## config.mk

```make
export PLATFORM = sky130hd
export DESIGN_NAME = mem_access_ctrl
export DESIGN_NICKNAME = d
export VERILOG_FILES = /design/src/rtl/sap_mem_pkg.sv /design/src/rtl/mem_access_ctrl.sv
export SDC_FILE = /design/constraint.sdc
export NUM_CORES = 1
export LEC_CHECK = 0
export ABC_AREA = 0
export CORE_ASPECT_RATIO = 0.75
export CORE_MARGIN = 4
export CORE_UTILIZATION = 46
export CTS_CLUSTER_DIAMETER = 40
export DETAILED_ROUTE_END_ITERATION = 8
export GPL_TIMING_DRIVEN = 0
export PLACE_DENSITY_LB_ADDON = 0.12
export SYNTH_ARGS = -nofsm -noshare
export SYNTH_HDL_FRONTEND = slang
export SYNTH_SLANG_ARGS = --single-unit
```

## constraint.sdc

```tcl
create_clock -name clk -period 2.6 [get_ports clk]
set_clock_uncertainty 0.1 [all_clocks]
set_input_delay 0.26 -clock clk [delete_from_list [all_inputs] [get_ports clk]]
set_output_delay 0.26 -clock clk [all_outputs]
set_load 0.01 [all_outputs]
```

## src/rtl/sap_mem_pkg.sv

```systemverilog
// Shared definitions for the SAP main-memory access path.
package sap_mem_pkg;

    localparam int DEF_ADDR_W = 8;
    localparam int DEF_DATA_W = 4;

    typedef enum logic [2:0] {
        IDLE,
        W_SETUP,
        W_STROBE,
        R_WAIT,
        ACK
    } mem_state_t;

    typedef enum logic {
        OWN_PROG,
        OWN_CPU
    } mem_owner_t;

endpackage

```

## src/rtl/mem_access_ctrl.sv

```systemverilog
// Arbitrates loader/CPU access to MainMemory and sequences setup, strobe and ack phases.
//
// state    | meaning
// IDLE     | no transaction; requester selected by run
// W_SETUP  | address/data/manual driven, write enable low
// W_STROBE | write enable held for SETTLE cycles
// R_WAIT   | read enable held for SETTLE cycles, data captured on exit
// ACK      | one-cycle ack to the latched owner, all strobes low
module mem_access_ctrl
    import sap_mem_pkg::*;
#(
    parameter int ADDR_W = DEF_ADDR_W,
    parameter int DATA_W = DEF_DATA_W,
    parameter int SETTLE = 2
) (
    input  logic              clk,
    input  logic              rst,
    input  logic              run,
    input  logic              prog_req,
    input  logic [ADDR_W-1:0] prog_addr,
    input  logic [DATA_W-1:0] prog_data,
    output logic              prog_ack,
    input  logic              cpu_req,
    input  logic              cpu_we,
    input  logic [ADDR_W-1:0] cpu_addr,
    input  logic [DATA_W-1:0] cpu_wdata,
    output logic              cpu_ack,
    output logic [DATA_W-1:0] cpu_rdata,
    output logic [ADDR_W-1:0] mem_addr,
    output logic              mem_we,
    output logic              mem_re,
    output logic              mem_manual,
    output logic [DATA_W-1:0] mem_wdata,
    input  logic [DATA_W-1:0] mem_bus,
    output logic              busy
);

    localparam logic [3:0] SETTLE_M1 = 4'(SETTLE - 1);

    mem_state_t        state_q, state_d;
    mem_owner_t        owner_q, owner_d;
    logic [3:0]        cnt_q, cnt_d;
    logic [ADDR_W-1:0] addr_q, addr_d;
    logic [DATA_W-1:0] wdata_q, wdata_d;
    logic [DATA_W-1:0] rdata_q, rdata_d;
    logic              we_q, we_d;
    logic              re_q, re_d;
    logic              manual_q, manual_d;
    logic              busy_q, busy_d;
    logic              prog_ack_q, prog_ack_d;
    logic              cpu_ack_q, cpu_ack_d;

    always_comb begin
        state_d = state_q;
        owner_d = owner_q;
        cnt_d   = cnt_q;
        addr_d  = addr_q;
        wdata_d = wdata_q;
        rdata_d = rdata_q;
        case (state_q)
            IDLE: begin
                if (!run && prog_req) begin
                    state_d = W_SETUP;
                    owner_d = OWN_PROG;
                    addr_d  = prog_addr;
                    wdata_d = prog_data;
                end else if (run && cpu_req) begin
                    owner_d = OWN_CPU;
                    addr_d  = cpu_addr;
                    if (cpu_we) begin
                        state_d = W_SETUP;
                        wdata_d = cpu_wdata;
                    end else begin
                        state_d = R_WAIT;
                        cnt_d   = SETTLE_M1;
                    end
                end
            end
            W_SETUP: begin
                state_d = W_STROBE;
                cnt_d   = SETTLE_M1;
            end
            W_STROBE: begin
                if (cnt_q == 4'd0) state_d = ACK;
                else               cnt_d   = cnt_q - 4'd1;
            end
            R_WAIT: begin
                if (cnt_q == 4'd0) begin
                    state_d = ACK;
                    rdata_d = mem_bus;
                end else begin
                    cnt_d = cnt_q - 4'd1;
                end
            end
            ACK:     state_d = IDLE;
            default: state_d = IDLE;
        endcase
    end

    // Outputs are decoded from the next state so the registered pins line up with the state.
    always_comb begin
        we_d       = (state_d == W_STROBE);
        re_d       = (state_d == R_WAIT);
        manual_d   = (state_d == W_SETUP) || (state_d == W_STROBE);
        busy_d     = (state_d != IDLE);
        prog_ack_d = (state_d == ACK) && (owner_q == OWN_PROG);
        cpu_ack_d  = (state_d == ACK) && (owner_q == OWN_CPU);
    end

    always_ff @(posedge clk or posedge rst) begin
        if (rst) begin
            state_q    <= IDLE;
            owner_q    <= OWN_PROG;
            cnt_q      <= 4'd0;
            addr_q     <= '0;
            wdata_q    <= '0;
            rdata_q    <= '0;
            we_q       <= 1'b0;
            re_q       <= 1'b0;
            manual_q   <= 1'b0;
            busy_q     <= 1'b0;
            prog_ack_q <= 1'b0;
            cpu_ack_q  <= 1'b0;
        end else begin
            state_q    <= state_d;
            owner_q    <= owner_d;
            cnt_q      <= cnt_d;
            addr_q     <= addr_d;
            wdata_q    <= wdata_d;
            rdata_q    <= rdata_d;
            we_q       <= we_d;
            re_q       <= re_d;
            manual_q   <= manual_d;
            busy_q     <= busy_d;
            prog_ack_q <= prog_ack_d;
            cpu_ack_q  <= cpu_ack_d;
        end
    end

    assign mem_addr   = addr_q;
    assign mem_wdata  = wdata_q;
    assign mem_we     = we_q;
    assign mem_re     = re_q;
    assign mem_manual = manual_q;
    assign cpu_rdata  = rdata_q;
    assign busy       = busy_q;
    assign prog_ack   = prog_ack_q;
    assign cpu_ack    = cpu_ack_q;

endmodule

```

==> metrics.log, run 1 <==
[metrics] origin of the worst setup path: cnt_q[1]$_DFFE_PP0P_
[metrics] Max Fclk: 542 MHz
[metrics] Wirelength per Cell: 14.9 um
[metrics] count of state elements after synthesis: 30
[metrics] Hold/Removal Path Class: register to register
[metrics] share of total power in the clock network: 0.197
[metrics] Slowest Stage Delay on Critical Path: 0.45 ns
[metrics] die boundary height: 56.5 um
[metrics] proportion of layout cells with a drive suffix above 1: 0.222
[metrics] part of the total power dissipated in sequential elements: 0.343
[metrics] Root Buffer: sky130_fd_sc_hd__clkbuf_8
[metrics] worst max-slew margin expressed relative to the limit: 0.262
[metrics] number of slew-limit violations in the final report: 0
[metrics] n_diodes: 0
[metrics] relative area change from synthesis to final layout: 49.3%
[metrics] static leakage power: 0.000941 uW
[metrics] worst reg-to-reg setup slack: 0.76 ns
[metrics] dominant cell type by area after synthesis: sky130_fd_sc_hd__dfrtp_1
[metrics] Detail Route Antenna Nets: 0
[metrics] Power Dens Cells: 1100 mW/mm^2
[metrics] final cycle utilization of the critical path: 0.709
[metrics] final period demand of the worst path: 1.84 ns
[metrics] start point of the worst min-delay path: mem_wdata[2]$_DFFE_PP0P_
[metrics] Power Total: 2370 uW
[metrics] via count: 1,082
[metrics] pin count of the biggest net entering global routing: 31
[metrics] total number of H-tree levels: 2
[metrics] kind of cell adding the most delay to the critical path: simple AND/OR/NAND/NOR gates
[metrics] sequential element share of the synthesized area: 0.521
[metrics] Clock Tree Buf Depth: 2
[metrics] die span in x: 72.6 um
[metrics] cts repair resizes: 0
[metrics] top-level I/O count: 56
[metrics] net count reported at finish: 206
[metrics] RSZ-0062 raised after global routing: no
[metrics] internal cell power: 1640 uW
[metrics] Final setup violation count: 0
[metrics] Post-Place Worst Slack: 0.500 ns
[metrics] initial antenna violation count: 0
[metrics] number of buffers and inverters on the critical path: 1
[metrics] max-capacitance violation count: 0
[metrics] unique cell type count in the Yosys netlist: 38
[metrics] clock-pin slew on the worst setup and hold paths: 0.06 ns
[metrics] initial detailed-routing violation count: 37
[metrics] vias in the first global route: 1,200
[metrics] routed wire length: 3120 um
[metrics] data required time at the worst endpoint: 2.66 ns
[metrics] crit path max fanout: 6
[metrics] # port buffers: 55
[metrics] R2R Path Start: cnt_q[1]$_DFFE_PP0P_
[metrics] Vias/cell: 5.18
[metrics] min setup slack post-route: 0.757 ns
[metrics] element type at the critical path start: register
[metrics] number of fillers in the final layout: 205
[metrics] final global-route overflow total: 0
[metrics] Initial Utilization: 0.484
[metrics] worst setup path class: register to register
[metrics] wire length of the first global-routing pass: 5390 um
[metrics] Final Wtd Congestion: 0.763
[metrics] Slowest cell on crit path: sky130_fd_sc_hd__or3b_4
[metrics] num rows: 17
[metrics] number of post-CTS setup repair buffers: 0
[metrics] final HPWL from detailed placement: 2380 um
[metrics] switching power as a share of total power: 0.306
[metrics] later-pin clock latency in the skew report: 0.27 ns
[metrics] DIE AREA: 0.00410 mm^2
[metrics] post-synthesis instance area: 0.00144 mm^2
[metrics] Comb pwr share: 0.460
[metrics] type of element capturing the critical path: register
[metrics] fraction of post-synthesis cell area in the top cell type by area: 0.521
[metrics] clock buffers created by TritonCTS: 5
[metrics] synth top area cells: sky130_fd_sc_hd__dfrtp_1 52%, sky130_fd_sc_hd__mux2_2 10%, sky130_fd_sc_hd__mux2_4 9.4%
[metrics] clk sink count: 30
[metrics] data arrival time of the worst path: 1.90 ns
[metrics] status: finished clean
[metrics] CTS tree: yes
[metrics] post-synthesis cell count: 109
[metrics] Avg Inst Size Synth: 13.2 um^2
[metrics] Final Hold Viols: 0
[metrics] Hold Buf Count CTS: 0
[metrics] Pre-Repair DR Iteration Count: 6
[metrics] total negative setup slack: 0 ns
[metrics] IR drop worst, VDD: 0.654 mV
[metrics] placeable core region: 0.00298 mm^2
[metrics] actual transition at the worst max-transition pin: 1.11 ns
[metrics] number of DRC violations after detailed routing: 0
[metrics] nets in the synthesized netlist: 144
[metrics] net switching power figure: 726 uW
[metrics] Syn. warnings: 0
[metrics] GR Util All Layers: 0.172
[metrics] chain of cells forming the critical path: inv_1, ha_1, or3b_4, nor2_4, mux2_2
-- sequential cells by signal (all words and copies together), names as in the netlist --
register / cells
busy: 1
cnt_q: 4
cpu_ack: 1
cpu_rdata: 4
mem_addr: 8
mem_manual: 1
mem_re: 1
mem_wdata: 4
mem_we: 1
owner_q: 1
prog_ack: 1
state_q: 3
-- cell usage in the layout, fill, tap and decap left out, types with 3 or more instances in the layout --
cell / synthesis / routed
sky130_fd_sc_hd__a31oi_1: 4 / 4
sky130_fd_sc_hd__and3b_1: 5 / 5
sky130_fd_sc_hd__clkbuf_8: 0 / 6
sky130_fd_sc_hd__clkdlybuf4s50_1: 0 / 55
sky130_fd_sc_hd__dfrtp_1: 30 / 30
sky130_fd_sc_hd__inv_1: 3 / 3
sky130_fd_sc_hd__mux2_2: 13 / 13
sky130_fd_sc_hd__mux2_4: 9 / 9
sky130_fd_sc_hd__nand2_1: 3 / 3
sky130_fd_sc_hd__nor2_1: 3 / 3
sky130_fd_sc_hd__nor2b_1: 4 / 4
sky130_fd_sc_hd__o2bb2ai_1: 4 / 4
-- cells in the mapped netlist --
library cell and instances:
sky130_fd_sc_hd__o22ai_1 1, sky130_fd_sc_hd__a31oi_1 4, sky130_fd_sc_hd__mux2_4 9, sky130_fd_sc_hd__a2bb2oi_1 1, sky130_fd_sc_hd__nor2_4 1, sky130_fd_sc_hd__buf_2 1
sky130_fd_sc_hd__or3b_4 1, sky130_fd_sc_hd__or3_1 1, sky130_fd_sc_hd__dfrtp_1 30, sky130_fd_sc_hd__a21oi_1 1, sky130_fd_sc_hd__nand2_1 3, sky130_fd_sc_hd__inv_1 3
sky130_fd_sc_hd__and2_4 1, sky130_fd_sc_hd__a221o_1 1, sky130_fd_sc_hd__a21o_1 1, sky130_fd_sc_hd__and2_1 1, sky130_fd_sc_hd__o2bb2ai_1 4, sky130_fd_sc_hd__clkbuf_2 1
sky130_fd_sc_hd__ha_1 1, sky130_fd_sc_hd__nand3b_1 2, sky130_fd_sc_hd__nor3_1 1, sky130_fd_sc_hd__and3b_1 5, sky130_fd_sc_hd__buf_6 1, sky130_fd_sc_hd__and3_1 1
sky130_fd_sc_hd__a211o_1 1, sky130_fd_sc_hd__a21boi_0 1, sky130_fd_sc_hd__o211ai_1 1, sky130_fd_sc_hd__nor2_1 3, sky130_fd_sc_hd__a211oi_2 1, sky130_fd_sc_hd__and4bb_2 1
sky130_fd_sc_hd__o21ai_0 2, sky130_fd_sc_hd__nor3b_1 1, sky130_fd_sc_hd__nor2b_1 4, sky130_fd_sc_hd__nand2b_1 2, sky130_fd_sc_hd__mux2_2 13, sky130_fd_sc_hd__nor4_1 1
sky130_fd_sc_hd__and4b_1 1, sky130_fd_sc_hd__nor3_2 1
-- routing by layer --
metal	GRT usage	share of wire	routed length [um]
met1	0.195	0.42	1300
met4	0.0763	0.013	42
met3	0.0662	0.068	212
met5	0	0	0
met2	0.283	0.50	1570
-- final cells by class --
type,count,area [um^2],area share
clock buffer,6,82.6,0.0384
buffer,3,21.3,0.00988
tap,38,47.5,0.0221
sequential,30,751,0.349
timing repair buffer,55,551,0.256
multi-input combinational,73,658,0.306
clock inverter,1,30.0,0.0140
inverter,3,11.3,0.00523
-- worst paths after layout --
path / cells after the start / end
max: 5 / cpu_rdata[1]$_DFFE_PP0P_
min: 1 / mem_wdata[2]$_DFFE_PP0P_
max reg2reg: 5 / cpu_rdata[1]$_DFFE_PP0P_
min reg2reg: 1 / mem_wdata[2]$_DFFE_PP0P_
max in group asynchronous: 2 / busy$_DFF_PP0_
min in group asynchronous: 2 / mem_addr[5]$_DFFE_PP0P_
-- power groups by stage --
stage               logic (uW)  registers (uW)  clock network [uW]
global placement          1070             806                   0
detailed placement        1100             815                   0
CTS                       1110             814                 477
finish                    1090             813                 467
floorplan                  547             875                   0
global route              1190             842                 498
-- metrics by stage --
stage	utilization	hold WS [ns]	instance area (um^2)	std cells
after floorplan	-	0.251	1440	109
after detailed placement	0.685	0.379	2040	202
after global placement	0.685	0.370	2040	202
final	0.723	0.393	2150	209
after CTS	0.723	0.395	2150	209
after global routing	0.723	0.413	2150	209
-- kinds of logic (layout without fill, tap and decap cells) --
kind of cell,after synthesis,after routing,synth area share
AO/OA/AOI/OAI,19,19,0.0998
adder cells (fa/ha/maj),1,1,0.00868
buffers and inverters,6,68,0.0226
flip-flops,30,30,0.521
multiplexers,22,22,0.195
AND/OR/NAND/NOR,31,31,0.153
No activity file was read; power rests on OpenSTA's default activity.
==> run 2, diff against run 1 <==
CORE_UTILIZATION = 39   (was 46)
clock period = 1.5 ns   (was 2.6 ns; I/O delays follow)
==> metrics.log, run 2 (synthesized netlist as in run 1, its figures left out) <==
[metrics] status: finished, violations left (was finished clean)
[metrics] failing checks: setup timing
[metrics] Final Hold Viols: 0 (unchanged)
[metrics] min setup slack post-route: -0.217 ns (was 0.757 ns)
[metrics] initial detailed-routing violation count: 101 (was 37)
[metrics] # port buffers: 55 (unchanged)
[metrics] GR Util All Layers: 0.156 (was 0.172)
[metrics] data required time at the worst endpoint: 1.56 ns (was 2.66 ns)
[metrics] Final Wtd Congestion: 0.833 (was 0.763)
[metrics] data arrival time of the worst path: 1.78 ns (was 1.90 ns)
[metrics] worst setup path class: register to register (unchanged)
[metrics] Met3 Wirelength: 211 um (was 212 um)
[metrics] final global-route overflow total: 0 (unchanged)
[metrics] worst reg-to-reg setup slack: -0.22 ns (was 0.76 ns)
[metrics] routed wire length: 3800 um (was 3120 um)
[metrics] Max Fclk: 582 MHz (was 542 MHz)
[metrics] number of DRC violations after detailed routing: 0 (unchanged)
[metrics] IR drop worst, VDD: 1.06 mV (was 0.654 mV)
[metrics] met2 routed WL: 1950 um (was 1570 um)
[metrics] crit path max fanout: 4 (was 6)
[metrics] number of slew-limit violations in the final report: 0 (unchanged)
[metrics] relative area change from synthesis to final layout: 64.0% (was 49.3%)
[metrics] CTS tree: yes (unchanged)
[metrics] actual transition at the worst max-transition pin: 0.633 ns (was 1.11 ns)
[metrics] clock-pin slew on the worst setup and hold paths: 0.06 ns (about the same)
[metrics] later-pin clock latency in the skew report: 0.27 ns (about the same)
[metrics] DIE AREA: 0.00474 mm^2 (was 0.00410 mm^2)
[metrics] total number of H-tree levels: 2 (unchanged)
[metrics] Hold Buf Count CTS: 0 (unchanged)
[metrics] element type at the critical path start: register (unchanged)
[metrics] Final setup violation count: 22 (was 0)
[metrics] Initial Utilization: 0.421 (was 0.484)
[metrics] die span in x: 78.2 um (was 72.6 um)
[metrics] net count reported at finish: 219 (was 206)
[metrics] wire length of the first global-routing pass: 5640 um (was 5390 um)
[metrics] internal cell power: 3080 uW (was 1640 uW)
[metrics] share of total power in the clock network: 0.144 (was 0.197)
[metrics] most common cell after layout, fill and taps aside: sky130_fd_sc_hd__clkdlybuf4s50_1 (unchanged)
[metrics] Pre-Repair DR Iteration Count: 4 (was 6)
[metrics] Wirelength per Cell: 16.2 um (was 14.9 um)
[metrics] Detail Route Antenna Nets: 0 (unchanged)
[metrics] final HPWL from detailed placement: 2450 um (was 2380 um)
[metrics] Clock Tree Buf Depth: 2 (unchanged)
[metrics] Root Buffer: sky130_fd_sc_hd__clkbuf_8 (unchanged)
[metrics] num rows: 18 (was 17)
[metrics] flip-flop count of the largest register after layout: 8 (unchanged)
[metrics] hold_ws: 0.206 ns (was 0.393 ns)
[metrics] net switching power figure: 1530 uW (was 726 uW)
[metrics] part of the total power dissipated in sequential elements: 0.317 (was 0.343)
[metrics] pin count of the biggest net entering global routing: 31 (unchanged)
[metrics] topmost layer with routed signal wires: met4 (unchanged)
[metrics] proportion of layout cells with a drive suffix above 1: 0.351 (was 0.222)
[metrics] top-level I/O count: 56 (unchanged)
[metrics] worst max-slew margin expressed relative to the limit: 0.577 (was 0.262)
[metrics] Comb pwr share: 0.539 (was 0.460)
[metrics] final cycle utilization of the critical path: 1.14 (was 0.709)
[metrics] Hold/Removal Path Class: input pin to asynchronous set/reset pin (was register to register)
[metrics] leading cell types in the layout, fill and taps excluded: 53 x sky130_fd_sc_hd__clkdlybuf4s50_1, 27 x sky130_fd_sc_hd__dfrtp_1, 13 x sky130_fd_sc_hd__mux2_4 (was 55 x sky130_fd_sc_hd__clkdlybuf4s50_1, 30 x sky130_fd_sc_hd__dfrtp_1, 13 x sky130_fd_sc_hd__mux2_2)
[metrics] initial antenna violation count: 0 (unchanged)
[metrics] clock buffers created by TritonCTS: 5 (unchanged)
[metrics] Vias/cell: 5.15 (was 5.18)
[metrics] static leakage power: 0.00102 uW (was 0.000941 uW)
[metrics] number of fillers in the final layout: 262 (was 205)
[metrics] Core Util, Final: 0.690 (was 0.723)
[metrics] met1 wire length: 1600 um (was 1300 um)
[metrics] vias in the first global route: 1,234 (was 1,200)
[metrics] clk sink count: 30 (unchanged)
[metrics] die boundary height: 60.7 um (was 56.5 um)
[metrics] via count: 1,210 (was 1,082)
[metrics] switching power as a share of total power: 0.332 (was 0.306)
[metrics] max-capacitance violation count: 0 (unchanged)
[metrics] RSZ-0062 raised after global routing: yes (was no)
[metrics] placeable core region: 0.00342 mm^2 (was 0.00298 mm^2)
[metrics] total negative setup slack: -1.95 ns (was 0 ns)
[metrics] n_diodes: 0 (unchanged)
[metrics] final period demand of the worst path: 1.72 ns (was 1.84 ns)
[metrics] type of element capturing the critical path: register (unchanged)
[metrics] Power Dens Cells: 1950 mW/mm^2 (was 1100 mW/mm^2)
run 2: worst paths after layout:
check	cells after the start	end	startpoint
worst min register to register	1	mem_wdata[1]$_DFFE_PP0P_	mem_wdata[1]$_DFFE_PP0P_
worst max register to register	5	cpu_rdata[0]$_DFFE_PP0P_	cnt_q[1]$_DFFE_PP0P_
min in group clk	1	mem_wdata[1]$_DFFE_PP0P_	mem_wdata[1]$_DFFE_PP0P_
worst max-delay path	5	cpu_rdata[0]$_DFFE_PP0P_	cnt_q[1]$_DFFE_PP0P_
worst min-delay path	2	cpu_rdata[2]$_DFFE_PP0P_	rst
max in group asynchronous	2	state_q[2]$_DFF_PP0_	rst
run 2: metrics by stage:
step / cells / setup WS, ns / total power, uW / cell area (um^2)
4_1_cts: 227 / -0.222 / 4270 / 2250
3_5_place_dp: 214 / -0.486 / 3330 / 2060
5_1_grt: 235 / -0.239 / 4880 / 2360
3_3_place_gp: 214 / -0.444 / 3270 / 2060
6_report: 235 / -0.217 / 4610 / 2360
2_1_floorplan: 109 / -0.200 / 2480 / 1450
run 2: layer usage:
layer	track usage	vias to the layer above
li1	-	554
met5	0	-
met4	0.0599	0
met3	0.0519	5
met2	0.271	38
met1	0.185	613
run 2: layout make-up:
class / count / area, um^2 / area share
plain buffers: 2 / 27.5 / 0.0116
clock buffers: 7 / 86.3 / 0.0365
clock inverters: 1 / 5.00 / 0.00212
inverters: 3 / 15.0 / 0.00635
multi-input cells: 73 / 751 / 0.318
flip-flops and latches: 30 / 754 / 0.319
well taps: 50 / 62.6 / 0.0265
repair buffers: 69 / 662 / 0.280
run 2: power by group through the flow:
stage	combinational (uW)	clock, uW	sequential (uW)
after floorplan	961	0	1520
after global placement	1870	0	1400
after detailed placement	1920	0	1410
after CTS	2170	674	1420
after global routing	2650	709	1520
final	2480	662	1460
run 2: critical path, stage by stage, from the launching register on:
cell                      delay [ns]
sky130_fd_sc_hd__dfrtp_1        0.39
sky130_fd_sc_hd__inv_2          0.08
sky130_fd_sc_hd__ha_4           0.12
sky130_fd_sc_hd__or3b_4         0.40
sky130_fd_sc_hd__nor2_4         0.19
sky130_fd_sc_hd__mux2_4         0.32
run 2: what timing repair did:
item / in CTS / in global routing
pin swaps: 3 / 3
endpoints found under the setup margin: 19 / 50
gates resized for setup: 16 / 15
buffers inserted: 5 / 9
